### config.mk
export PLATFORM = sky130hd
export DESIGN_NAME = data_converter_pipe
export DESIGN_NICKNAME = d
export VERILOG_FILES = /design/src/rtl/data_converter_pkg.sv /design/src/rtl/data_converter_kernel.sv /design/src/rtl/data_converter_pipe.sv
export SDC_FILE = /design/constraint.sdc
export NUM_CORES = 1
export LEC_CHECK = 0
export BUFFER_PORTS_ARGS = -buffer_cell sky130_fd_sc_hd__buf_2
export CAP_MARGIN = 10
export CORE_ASPECT_RATIO = 0.75
export CORE_MARGIN = 5
export CORE_UTILIZATION = 49
export CTS_CLUSTER_SIZE = 8
export DETAILED_ROUTE_END_ITERATION = 8
export PLACE_DENSITY = 0.75
export REMOVE_ABC_BUFFERS = 1
export SYNTH_ARGS = -nofsm -noshare
export SYNTH_HDL_FRONTEND = slang
export SYNTH_HIERARCHICAL = 1
export SYNTH_SLANG_ARGS = --single-unit
### constraint.sdc
create_clock -name clk -period 1.5 [get_ports clk]
set_input_delay 0.225 -clock clk [delete_from_list [all_inputs] [get_ports clk]]
set_output_delay 0.225 -clock clk [all_outputs]
set_load 0.01 [all_outputs]
### src/rtl/data_converter_pkg.sv
// Shared mode encoding for the data converter pipe and its kernel.
package data_converter_pkg;

   localparam int MODE_W = 2;

   typedef enum logic [MODE_W-1:0] {
      MODE_XNOR   = 2'd0,
      MODE_INTEG  = 2'd1,
      MODE_DIFF   = 2'd2,
      MODE_BYPASS = 2'd3
   } mode_t;

endpackage

### src/rtl/data_converter_kernel.sv
// Combinational word converter: computes the produced word from the current
// input, its mode/sync flags and the two history words.
module data_converter_kernel
   import data_converter_pkg::*;
#(
   parameter int WIDTH = 8
) (
   input  logic [WIDTH-1:0]  in_data,
   input  logic [MODE_W-1:0] in_mode,
   input  logic              in_sync,
   input  logic [WIDTH-1:0]  in_prev,
   input  logic [WIDTH-1:0]  out_prev,
   output logic [WIDTH-1:0]  produced
);

   always_comb begin
      produced = in_data;
      // A sync beat passes through untouched so both histories restart from it.
      if (!in_sync) begin
         case (mode_t'(in_mode))
            MODE_XNOR:   produced = ~(in_data ^ in_prev) ^ out_prev;
            MODE_INTEG:  produced = in_data ^ out_prev;
            MODE_DIFF:   produced = in_data ^ in_prev;
            MODE_BYPASS: produced = in_data;
            default:     produced = in_data;
         endcase
      end
   end

endmodule

### src/rtl/data_converter_pipe.sv
// One-stage valid/ready converter pipe with history registers.
// Optional out_parity output when DATA_CONVERTER_PIPE_PARITY_EN is defined.
module data_converter_pipe
   import data_converter_pkg::*;
#(
   parameter int WIDTH = 8
) (
   input  logic              clk,
   input  logic              rst,
   input  logic              in_valid,
   output logic              in_ready,
   input  logic [WIDTH-1:0]  in_data,
   input  logic [MODE_W-1:0] in_mode,
   input  logic              in_sync,
   output logic              out_valid,
   input  logic              out_ready,
   output logic [WIDTH-1:0]  out_data
`ifdef DATA_CONVERTER_PIPE_PARITY_EN
   ,
   output logic              out_parity
`endif
);

   // Handshake: a beat moves on a rising edge when valid && ready on that side;
   // in_ready depends only on the output register state and out_ready.
   logic             accept;
   logic [WIDTH-1:0] in_prev;
   logic [WIDTH-1:0] out_prev;
   logic [WIDTH-1:0] produced;

   assign in_ready = !out_valid || out_ready;
   assign accept   = in_valid && in_ready;

   data_converter_kernel #(.WIDTH(WIDTH)) u_kernel (
      .in_data  (in_data),
      .in_mode  (in_mode),
      .in_sync  (in_sync),
      .in_prev  (in_prev),
      .out_prev (out_prev),
      .produced (produced)
   );

   // History moves only with accepted beats, so a stall freezes everything.
   always_ff @(posedge clk or posedge rst) begin
      if (rst) begin
         out_valid <= 1'b0;
         out_data  <= '0;
         in_prev   <= '0;
         out_prev  <= '0;
      end else if (accept) begin
         out_valid <= 1'b1;
         out_data  <= produced;
         in_prev   <= in_data;
         out_prev  <= produced;
      end else if (out_ready) begin
         out_valid <= 1'b0;
      end
   end

`ifdef DATA_CONVERTER_PIPE_PARITY_EN
   always_ff @(posedge clk or posedge rst) begin
      if (rst) begin
         out_parity <= 1'b0;
      end else if (accept) begin
         out_parity <= ^produced;
      end
   end
`endif

endmodule

After elaboration in Yosys (flattened, before gate mapping)
Cells that the tools add are included.
{"block": "totals", "in_bits": 15, "register_bits": 17, "elab_cells": 19, "output_inout_bits": 10}
{"block": "classes", "eq_ne": 3, "mux": 4, "reduce_logical": 5, "bitwise": 4}
{"cell": "8-bit one-hot mux with 4 select lines", "n": 1}
{"cell": "8-bit bitwise XOR", "n": 3}
{"cell": "8-bit two-way mux", "n": 1}
{"cell": "8-bit NOT", "n": 1}
{"cell": "2-bit equality test (second input constant)", "n": 2}
{"cell": "2-bit by 1-bit equality test with 1-bit output (second input constant)", "n": 1}
{"cell": "2-bit logical NOT", "n": 1}
{"cell": "1-bit two-way mux", "n": 2}
{"cell": "2-bit nonzero test", "n": 1}
{"cell": "1-bit logical AND", "n": 1}
{"cell": "1-bit logical NOT", "n": 1}
{"cell": "1-bit logical OR", "n": 1}

Depth between registers and ports, before layout
Gate-level depths: netlist of run 1.
{"block": "logic_depth", "word_depth": 5, "mapped_depth": 6, "ltp_nobuf": 4}

Modules after synthesis
The synthesis of run 1 kept the hierarchy.
{"mod": "data_converter_pipe", "cells_each": 38, "seq_area_each_um2": 425.4, "instances": 1, "area_each_um2": 699.4}
{"mod": "data_converter_kernel", "cells_each": 88, "seq_area_each_um2": 0.0, "instances": 1, "area_each_um2": 563.0}

Worst setup path after synthesis of run 1
OpenSTA, ideal clock, no wires.
{"block": "synth_path", "path_type": "reg-to-reg", "startpoint": "register out_data[6] (netlist name)", "endpoint": "register out_data[6]", "arrival_time_ns": 1.405, "path_stages_with_launch": 5, "synth_period_minus_slack_ns": 1.530, "path_slack_ns": -0.030, "path_buffers": 0, "path_cell_list": "dfrtp_1 -> or4_4 -> o2111ai_1 -> nand4_1 -> mux2_2"}
{"item": "end signal, assigned", "line_no": "data_converter_pipe.sv:52", "source": "out_data <= produced;"}
{"item": "end, declared", "line_no": "data_converter_pipe.sv:17", "source": "output logic [WIDTH-1:0] out_data"}

Worst setup path after layout of run 1
{"block": "layout_path", "startpoint": "register in_prev[6]", "endpoint": "register out_data[6]"}
{"block": "layout_between", "elab_chain_cells": 5}
{"item": "start, declared", "line_no": "data_converter_pipe.sv:27", "source": "logic [WIDTH-1:0] in_prev;"}
{"item": "start signal, assigned", "line_no": "data_converter_pipe.sv:53", "source": "in_prev <= in_data;"}
{"item": "8-bit bitwise XOR (*)", "line_no": "data_converter_kernel.sv:21, data_converter_kernel.sv:23"}
{"item": "8-bit NOT", "line_no": "data_converter_kernel.sv:21", "source": "MODE_XNOR: produced = ~(in_data ^ in_prev) ^ out_prev;"}
{"item": "8-bit bitwise XOR", "line_no": "data_converter_kernel.sv:21"}
{"item": "8-bit one-hot mux with 4 select lines (*)", "line_no": "data_converter_kernel.sv:20", "source": "case (mode_t'(in_mode))"}
{"item": "8-bit two-way mux (*)", "line_no": "data_converter_kernel.sv:19", "source": "if (!in_sync) begin"}
{"item": "via produced[6]", "line_no": "data_converter_pipe.sv:29", "source": "logic [WIDTH-1:0] produced;"}
Mark *: on every way through the listed nets, which the timed path passes. The rest lies on a longest branch.
A chain may end at the register's enable or synchronous reset.

==> run_results.csv, run 1 <==
group,metric,value,unit
global_routing,first_global_vias,1099,
synthesis,muxShareOfSynthArea,0.172,
cts,cts.sinks,17,
finish,final_common_cell,"buf_2",
cts,clkLatencyLatePin,0.30,ns
timing,fin_skew,0.00538,ns
power,power.density,949,mW/mm²
global_routing,grt_overflow_total,0,
synthesis,yosys.area_share.simple,0.198,
timing,final.setup.worst_slack,0.0117,ns
synthesis,synthXorXnorAreaFrac,0,
setup_path,worstRegToRegCells,4,
cts,cts.reportedPaths.clkPinSlew,0.10,ns
timing,finalHoldViolations,0,
setup_path,critPathLaunchType,"register",
finish,final_cell_mix,"24 x buf_2, 17 x dfrtp_1, 15 x nand2_1, 14 x o21ai_0, 11 x mux2_4",
timing,setup_violations,0,
route,drtIter0Drc,69,
setup_path,cpLargestDelayFamily,"simple AND/OR/NAND/NOR gates",
flow_run,maxCapViolCount,0,
timing,slew_headroom,0.767,
synthesis,yosys_register_bits,17,
timing,fmax,0.672,GHz
global_routing,grt_max_degree,22,
synthesis,yosysWarnings,6,
finish,multi_input_area,798,µm²
synthesis,synthDistinctLibCells,29,
finish,antenna_cells,0,
floorplan,fp.dieW,68.6,µm
setup_path,critPathMaxFanout,3,
floorplan,initial_core_util,0.497,
cts,cts_tree,"built",
setup_path,cp_data_required_time,1.69,ns
finish,area.growth.synth_to_final,20.3,%
global_routing,grt_pass1_wl,4750,µm
route,drc,0,
finish,layout-drive-gt1-share,0.453,
setup_path,path_depth,4,
placed_design,globalplace.congestion,0.760,
setup_path,worstPathCellList,"or4_4, nand4b_1, nand4_1, mux2_4",
setup_path,worst_r2r_startpoint,"in_prev[6]$_DFFE_PP0P_",
route,drt-pass1-iter-count,4,
timing,rsz0062_at_grt,"true",
setup_path,rrSetupSlack,0.01,ns
floorplan,ios,25,
finish,fillCellCount,224,
route,vias,1114,
hold_path,min_from,"in_valid",
global_routing,track_usage,0.175,
cts,clockRootBuffer,"clkbuf_4",
setup_path,crit_path_end,"out_data[6]$_DFFE_PP0P_",
placed_design,dp_hpwl,1960,µm
synthesis,synth_area,0.00126,mm²
setup_path,critical_path_arrival,1.68,ns
floorplan,std_cell_rows,16,
route,detail-route-antenna-nets,0,
cts,htreeDepth,1,
cts,ctsLongestPathBuffers,2,
route,routed_wl,2860,µm
synthesis,synth_top_family_by_area,"compound AO/OA/AOI/OAI gates",
setup_path,crit_slowest_cell,"or4_4",
synthesis,synth_compound_area_frac,0.243,
finish,regArea,425,µm²
synthesis,syn_inst,126,
power,leakagePower,0.653,nW
floorplan,die_h,54.0,µm
finish,nets,175,
synthesis,synth_fa_ha_area_frac,0,
setup_path,r2r-end,"out_data[6]$_DFFE_PP0P_",
timing,min_period,1.49,ns
timing,maxSlewViolCount,0,
global_routing,antenna_found_initial,0,
power,vdd_drop_max,632,µV
setup_path,end_kind,"register",
synthesis,avgSynthCellArea,10.0,µm²
status,status,"complete, no violations",
floorplan,coreArea,0.00254,mm²
route,post_drt_wl_per_cell,14.6,µm
setup_path,startpoint,"in_prev[6]$_DFFE_PP0P_",
placed_design,portBuffers,24,
setup_path,cp_num_buf_inv,0,
setup_path,slowest_delay,0.53,ns
hold_path,hp-class,"in2reg",
synthesis,yosysSeqAreaShare,0.337,
timing,fin_hold_ws,0.164,ns
placed_design,pre_cts_slack,-0.0723,ns
timing,worst_slew_pin_slew,0.350,ns
cts,cts_buffers,3,
timing,fin_crit_sh,0.992,
setup_path,crit_type,"reg2reg",
route,vias_per_cell,5.71,
floorplan,die-area,0.00370,mm²
==> cells in the mapped netlist <==
master | count | area [µm²]
o21ai_0 | 14 | 70.1
or3_4 | 4 | 45.0
mux2_4 | 10 | 150
buf_2 | 1 | 5.00
nand2b_1 | 1 | 6.26
buf_4 | 1 | 7.51
or4_4 | 1 | 11.3
nand4b_1 | 1 | 8.76
inv_1 | 2 | 7.51
clkbuf_1 | 3 | 11.3
a21oi_1 | 7 | 35.0
o2111ai_1 | 1 | 8.76
dfrtp_1 | 17 | 425
or3_1 | 3 | 18.8
buf_12 | 1 | 20.0
mux2_2 | 6 | 67.6
a211o_1 | 8 | 70.1
nand4_1 | 1 | 6.26
o31a_1 | 7 | 61.3
a32oi_1 | 1 | 8.76
nand2_4 | 1 | 11.3
o211ai_1 | 7 | 52.6
nor3b_1 | 1 | 7.51
nand3b_1 | 1 | 7.51
nand2b_4 | 1 | 13.8
or2_2 | 8 | 50.1
nand2_1 | 15 | 56.3
buf_6 | 1 | 11.3
or2b_1 | 1 | 7.51
==> routing by layer <==
metal,GRT usage,up-vias,share of wire
met1,0.217,537,0.47
met3,0.0626,2,0.072
met2,0.277,32,0.46
met5,0,-,0
met4,0.0660,0,0.0060
li1,-,543,-
==> how the worst min path moves through the flow <==
| stage | to | slack [ns] | cells after the start |
|---|---|---|---|
| global route | out_valid$_DFFE_PP0P_ | 0.16 | 2 |
| global placement | out_data[1]$_DFFE_PP0P_ | 0.25 | 3 |
| finish | out_valid$_DFFE_PP0P_ | 0.16 | 2 |
| CTS | out_valid$_DFFE_PP0P_ | 0.15 | 2 |
| floorplan | in_prev[0]$_DFFE_PP0P_ | 0.15 | 1 |
| detailed placement | out_data[1]$_DFFE_PP0P_ | 0.25 | 3 |
==> state kept, by name (all words and copies together) (netlist names) <==
signal     count
in_prev        8
out_data       8
out_valid      1
==> final cells by class <==
| cell class | instances | share of cell area |
|---|---|---|
| clock buffers | 4 | 0.0173 |
| repair buffers | 36 | 0.143 |
| well taps | 36 | 0.0297 |
| multi-input cells | 100 | 0.526 |
| inverters | 2 | 0.00494 |
| flip-flops and latches | 17 | 0.280 |
==> worst reg2reg max path, stage by stage (launching register included) <==
cell	delay, ns
dfrtp_1	0.39
or4_4	0.53
nand4b_1	0.10
nand4_1	0.09
mux2_4	0.27
==> through the flow <==
step	std cells	setup TNS [ns]	power, mW	cell area [µm²]	utilization
3_3_place_gp	189	-0.0383	1.13	1450	0.569
2_1_floorplan	119	-0.0300	0.954	1210	-
4_1_cts	195	-0.00369	1.45	1510	0.593
5_1_grt	195	-0.0274	1.56	1520	0.597
6_report	195	0	1.44	1520	0.597
3_5_place_dp	189	-0.214	1.16	1450	0.569
==> what timing repair did <==
action,CTS,global route
resized for setup,4,2
pin swaps,4,1
endpoints found under the hold margin,17,0
setup endpoints to repair,1,2
setup buffers,1,0
hold buffers,1,0
==> where the power goes <==
group	total (mW)	switching, mW	internal [mW]
sequential	0.633	0.0863	0.546
combinational	0.554	0.248	0.306
clock	0.255	0.151	0.104
total	1.44	0.486	0.956
==> cells by family (layout without fill, tap and decap cells) <==
kind of cell    after synthesis  in the layout
buf+inv                       9             42
flops                        17             17
simple gates                 39             39
compound gates               45             45
mux                          16             16
Note: power is estimated with default switching activity, not from simulation.
==> run 2, diff against run 1 <==
--- a/config.mk
+++ b/config.mk
@@ -12,6 +12,7 @@
 export CORE_UTILIZATION = 49
 export CTS_CLUSTER_SIZE = 8
 export DETAILED_ROUTE_END_ITERATION = 8
+export GPL_ROUTABILITY_DRIVEN = 0
 export PLACE_DENSITY = 0.75
 export REMOVE_ABC_BUFFERS = 1
 export SYNTH_ARGS = -nofsm -noshare
==> constraint.sdc (replaced) <==
create_clock -name clk -period 1.5 [get_ports clk]
set_input_delay 0.15 -clock clk [delete_from_list [all_inputs] [get_ports clk]]
set_output_delay 0.15 -clock clk [all_outputs]
set_load 0.01 [all_outputs]
==> run 2 against run 1 <==
- the run now ends with setup timing left
- core utilization shrank 0.34 points
- die area stayed put
- total power decreased by 1.3%
- largest cell class unchanged
==> run_results.csv, run 2 (synthesized netlist as in run 1, its figures left out) <==
group,metric,value,unit
setup_path,critPathMaxFanout,3,
timing,final.setup.worst_slack,-0.0229,ns
timing,maxSlewViolCount,0,
power,power.density,942,mW/mm²
timing,slew_headroom,0.744,
timing,fin_skew,0.0116,ns
timing,rsz0062_at_grt,"true",
power,leakagePower,0.644,nW
global_routing,track_usage,0.170,
global_routing,grt_overflow_total,0,
hold_path,hp-class,"in2reg",
finish,final_common_cell,"buf_2",
cts,ctsLongestPathBuffers,2,
cts,htreeDepth,1,
timing,fmax,0.657,GHz
finish,layout-drive-gt1-share,0.449,
finish,design_area,0.00151,mm²
global_routing,busiest_layer,"met2",
floorplan,ios,25,
setup_path,rrSetupSlack,-0.02,ns
status,violations,"setup timing",
setup_path,critical_path_arrival,1.69,ns
route,drc,0,
route,vias_per_cell,5.74,
flow_run,maxCapViolCount,0,
cts,cts_tree,"built",
finish,top_regs,"in_prev: 8 flops, out_data: 8 flops, out_valid: 1 flops",
cts,clkLatencyLatePin,0.29,ns
global_routing,use_met2,0.296,
floorplan,initial_core_util,0.497,
finish,area.growth.synth_to_final,19.6,%
floorplan,std_cell_rows,16,
floorplan,coreArea,0.00254,mm²
placed_design,dp_hpwl,2010,µm
power,vdd_drop_max,571,µV
timing,fin_crit_sh,1.02,
route,post_drt_wl_per_cell,14.6,µm
cts,cts.reportedPaths.clkPinSlew,0.10,ns
finish,final_cell_mix,"24 x buf_2, 17 x dfrtp_1, 15 x nand2_1, 14 x o21ai_0, 10 x mux2_4",
timing,worst_slew_pin_slew,0.384,ns
placed_design,placed_cell_area,0.00145,mm²
timing,setup_violations,1,
cts,cts.sinks,17,
floorplan,die_h,54.0,µm
route,detail-route-antenna-nets,0,
finish,nets,174,
timing,fin_setup_tns,-0.0229,ns
route,drt-pass1-iter-count,4,
floorplan,fp.dieW,68.6,µm
timing,min_period,1.52,ns
finish,multi_input_area,788,µm²
finish,regArea,425,µm²
finish,antenna_cells,0,
global_routing,first_global_vias,1127,
setup_path,end_kind,"register",
global_routing,grt_max_degree,23,
setup_path,critPathLaunchType,"register",
setup_path,cp_data_required_time,1.67,ns
finish,fillCellCount,231,
route,drtIter0Drc,46,
cts,cts_buffers,3,
status,status,"complete, but fails checks",
cts,clockRootBuffer,"clkbuf_4",
placed_design,portBuffers,24,
global_routing,grt_pass1_wl,4740,µm
floorplan,die-area,0.00370,mm²
setup_path,crit_type,"reg2reg",
global_routing,grt_util_met3,0.0459,
route,vias,1113,
global_routing,grt_util_met1,0.205,
route,routed_wl,2840,µm
global_routing,antenna_found_initial,0,
timing,finalHoldViolations,0,
[run 2: cell count changes in the layout (fill, tap and decap cells not counted), sizes merged]
cell | previous run | this run
buf | 35 | 34
[run 2: area by class of cell]
class | instances | area share
Multi-Input combinational cell | 100 | 0.522
Sequential cell | 17 | 0.282
Timing Repair Buffer | 35 | 0.144
Tap cell | 36 | 0.0298
Clock buffer | 4 | 0.0174
Inverter | 2 | 0.00497
[run 2: layer usage]
layer | vias up | wire length (µm) | share of wire
met5 | - | 0 | 0
met4 | 0 | 17 | 0.0060
met3 | 2 | 210 | 0.074
met2 | 34 | 1280 | 0.45
met1 | 538 | 1330 | 0.47
li1 | 539 | - | -
[run 2: what timing repair did]
| action | 4_1_cts | 5_1_grt |
|---|---|---|
| gates cloned | 0 | 0 |
| hold buffers | 1 | 0 |
| buffers inserted | 0 | 2 |
| setup endpoints to repair | 1 | 3 |
| hold endpoints to repair | 17 | 0 |
| gates resized for setup | 1 | 2 |
| pin swaps | 3 | 1 |
[run 2: worst paths after layout]
path / cells after the start / end / startpoint
max: 4 / out_data[6]$_DFFE_PP0P_ / in_prev[6]$_DFFE_PP0P_
min: 2 / out_valid$_DFFE_PP0P_ / in_valid
max reg2reg: 4 / out_data[6]$_DFFE_PP0P_ / in_prev[6]$_DFFE_PP0P_
min reg2reg: 1 / in_prev[7]$_DFFE_PP0P_ / in_prev[7]$_DFFE_PP0P_
max in group asynchronous: 4 / out_data[6]$_DFFE_PP0P_ / rst
min in group asynchronous: 4 / in_prev[5]$_DFFE_PP0P_ / rst
[run 2: critical path, cell delays in order, from the launching register on]
cell and delay (ns):
dfrtp_1 0.38, or4_4 0.55, nand4b_1 0.12, nand4_1 0.10, mux2_2 0.27
[run 2: per-stage QoR]
stage	power, mW	utilization	instances	hold slack [ns]	setup slack [ns]
3_3_place_gp	1.13	0.568	187	0.170	0.0227
4_1_cts	1.42	0.585	192	0.0739	-0.0178
2_1_floorplan	0.954	-	119	0.0761	-0.0300
6_report	1.42	0.594	194	0.0865	-0.0229
3_5_place_dp	1.16	0.568	187	0.175	-0.0334
5_1_grt	1.53	0.594	194	0.0810	-0.0547
[run 2: power breakdown]
part	internal, mW	leakage (nW)	switching, mW
combinational	0.299	0.434	0.256
sequential	0.546	0.195	0.0819
clock	0.103	0.0150	0.137
total	0.948	0.644	0.474
==> run 3, diff against run 2 <==
--- a/config.mk
+++ b/config.mk
@@ -13,6 +13,7 @@
 export CTS_CLUSTER_SIZE = 8
 export DETAILED_ROUTE_END_ITERATION = 8
 export GPL_ROUTABILITY_DRIVEN = 0
+export GPL_TIMING_DRIVEN = 0
 export PLACE_DENSITY = 0.75
 export REMOVE_ABC_BUFFERS = 1
 export SYNTH_ARGS = -nofsm -noshare
==> run 3 against run 2 <==
- the flow still finishes with violations (setup timing)
- total power is 1.8% lower
- combinational power shrank 5.2%
- largest cell class unchanged
- hold slack improved by 0.0079 ns
- cell area fell by 4.5%
- sequential power barely moved
- highest routed layer unchanged
- count of clock-buffer cells in the layout is 1 lower
- routed wire length down 5.3%
- via count fell by 2.2%
- die area did not move
==> run_results.csv, run 3 (synthesized netlist as in run 1, its figures left out) <==
group,metric,value,unit
status,status,"complete, but fails checks",
status,violations,"setup timing",
finish,area.growth.synth_to_final,14.3,%
route,drt-pass1-iter-count,4,
floorplan,die-area,0.00370,mm²
placed_design,dp_hpwl,1780,µm
finish,nets,167,
global_routing,track_usage,0.155,
finish,layout-drive-gt1-share,0.417,
global_routing,first_global_vias,1091,
route,vias,1089,
global_routing,antenna_found_initial,0,
floorplan,initial_core_util,0.497,
cts,cts.reportedPaths.clkPinSlew,0.10,ns
hold_path,worstHoldPathCells,2,
cts,htreeDepth,1,
setup_path,end_kind,"register",
cts,cts_tree,"built",
setup_path,worst_r2r_startpoint,"in_prev[6]$_DFFE_PP0P_",
floorplan,ios,25,
route,detail-route-antenna-nets,0,
route,routed_wl,2690,µm
floorplan,fp.dieW,68.6,µm
cts,cts_buffers,3,
floorplan,die_h,54.0,µm
finish,antenna_cells,0,
floorplan,coreArea,0.00254,mm²
power,vdd_drop_max,621,µV
timing,finalHoldViolations,0,
cts,clkLatencyLatePin,0.28,ns
power,leakagePower,0.614,nW
setup_path,r2r-end,"out_data[6]$_DFFE_PP0P_",
power,power.density,969,mW/mm²
global_routing,grt_overflow_total,0,
setup_path,critPathMaxFanout,3,
finish,final_common_cell,"buf_2",
timing,fmax,0.631,GHz
hold_path,min_from,"in_valid",
cts,cts.sinks,17,
timing,maxSlewViolCount,0,
setup_path,rrSetupSlack,-0.08,ns
route,vias_per_cell,5.82,
global_routing,grt_pass1_wl,4350,µm
flow_run,maxCapViolCount,0,
floorplan,std_cell_rows,16,
route,post_drt_wl_per_cell,14.4,µm
timing,fin_hold_ws,0.0945,ns
setup_path,cp_data_required_time,1.68,ns
route,drc,0,
timing,slew_headroom,0.581,
finish,final_cell_mix,"24 x buf_2, 17 x dfrtp_1, 15 x nand2_1, 14 x o21ai_0, 11 x mux2_4",
setup_path,critPathLaunchType,"register",
finish,finish.utilization,0.567,
cts,clockRootBuffer,"clkbuf_4",
hold_path,hp-class,"in2reg",
placed_design,placedCellCount,179,
timing,min_period,1.58,ns
finish,top_regs,"in_prev: 8 flops, out_data: 8 flops, out_valid: 1 flops",
timing,setup_violations,1,
finish,final_cells,187,
global_routing,grt_max_degree,33,
timing,fin_crit_sh,1.06,
hold_path,hold_end,"out_valid$_DFFE_PP0P_",
cts,ctsLongestPathBuffers,2,
route,drtIter0Drc,56,
timing,final.setup.worst_slack,-0.0844,ns
setup_path,critical_path_arrival,1.76,ns
setup_path,worstRegToRegCells,4,
placed_design,portBuffers,24,
timing,rsz0062_at_grt,"true",
timing,worst_slew_pin_slew,0.628,ns
setup_path,crit_type,"reg2reg",
timing,fin_skew,0.000694,ns
run 3: cell types whose count changed in the layout (fill, tap and decap cells not counted), sizes merged:
cell    delta
buf        -7
clkbuf     -1
clkinv     +1
run 3: worst max-delay path: stages (launching register included):
cell	delay [ns]
dfrtp_1	0.39
or4_4	0.55
nand4b_1	0.12
nand4_1	0.11
mux2_4	0.30
run 3: layout make-up:
class,count,area [µm²]
inverters,2,7.51
flip-flops and latches,17,425
clock buffers,3,22.5
repair buffers,28,153
well taps,36,45.0
multi-input cells,100,785
fillers,241,1100
clock inverters,1,5.00
run 3: worst max path at each step:
stage,to,slack [ns],from
after floorplan,out_data[6]$_DFFE_PP0P_,-0.03,out_data[6]$_DFFE_PP0P_
after global placement,out_data[6]$_DFFE_PP0P_,-0.04,in_mode[0]
after CTS,out_data[6]$_DFFE_PP0P_,-0.02,out_data[6]$_DFFE_PP0P_
after detailed placement,out_data[6]$_DFFE_PP0P_,-0.08,in_mode[0]
after global routing,out_data[6]$_DFFE_PP0P_,-0.11,out_data[6]$_DFFE_PP0P_
final,out_data[6]$_DFFE_PP0P_,-0.08,in_prev[6]$_DFFE_PP0P_
run 3: layer usage:
metal  wire length, µm  track usage  vias to the layer above
met4                13       0.0627                        0
li1                  -            -                      529
met3               127       0.0251                        2
met1              1310        0.201                      532
met5                 0            0                        -
met2              1240        0.258                       26
run 3: what timing repair did:
action	4_1_cts	5_1_grt
cloned	0	0
pin swaps	3	2
buffers inserted	2	1
endpoints found under the hold margin	17	0
setup endpoints to repair	1	3
hold buffers	1	0
resized for setup	1	1
run 3: stage by stage:
step           cell area, µm²  setup TNS, ns  power, mW  setup WS, ns
3_3_place_gp             1370        -0.0416       1.09       -0.0416
5_1_grt                  1440         -0.149       1.49        -0.108
4_1_cts                  1430        -0.0245       1.39       -0.0245
2_1_floorplan            1210        -0.0300      0.954       -0.0300
6_report                 1440        -0.0844       1.40       -0.0844
3_5_place_dp             1370         -0.205       1.12       -0.0799
run 3: where the power goes:
group	internal [mW]	switching [mW]
registers	0.546	0.0835
logic	0.280	0.246
clock network	0.0989	0.144
total	0.925	0.473
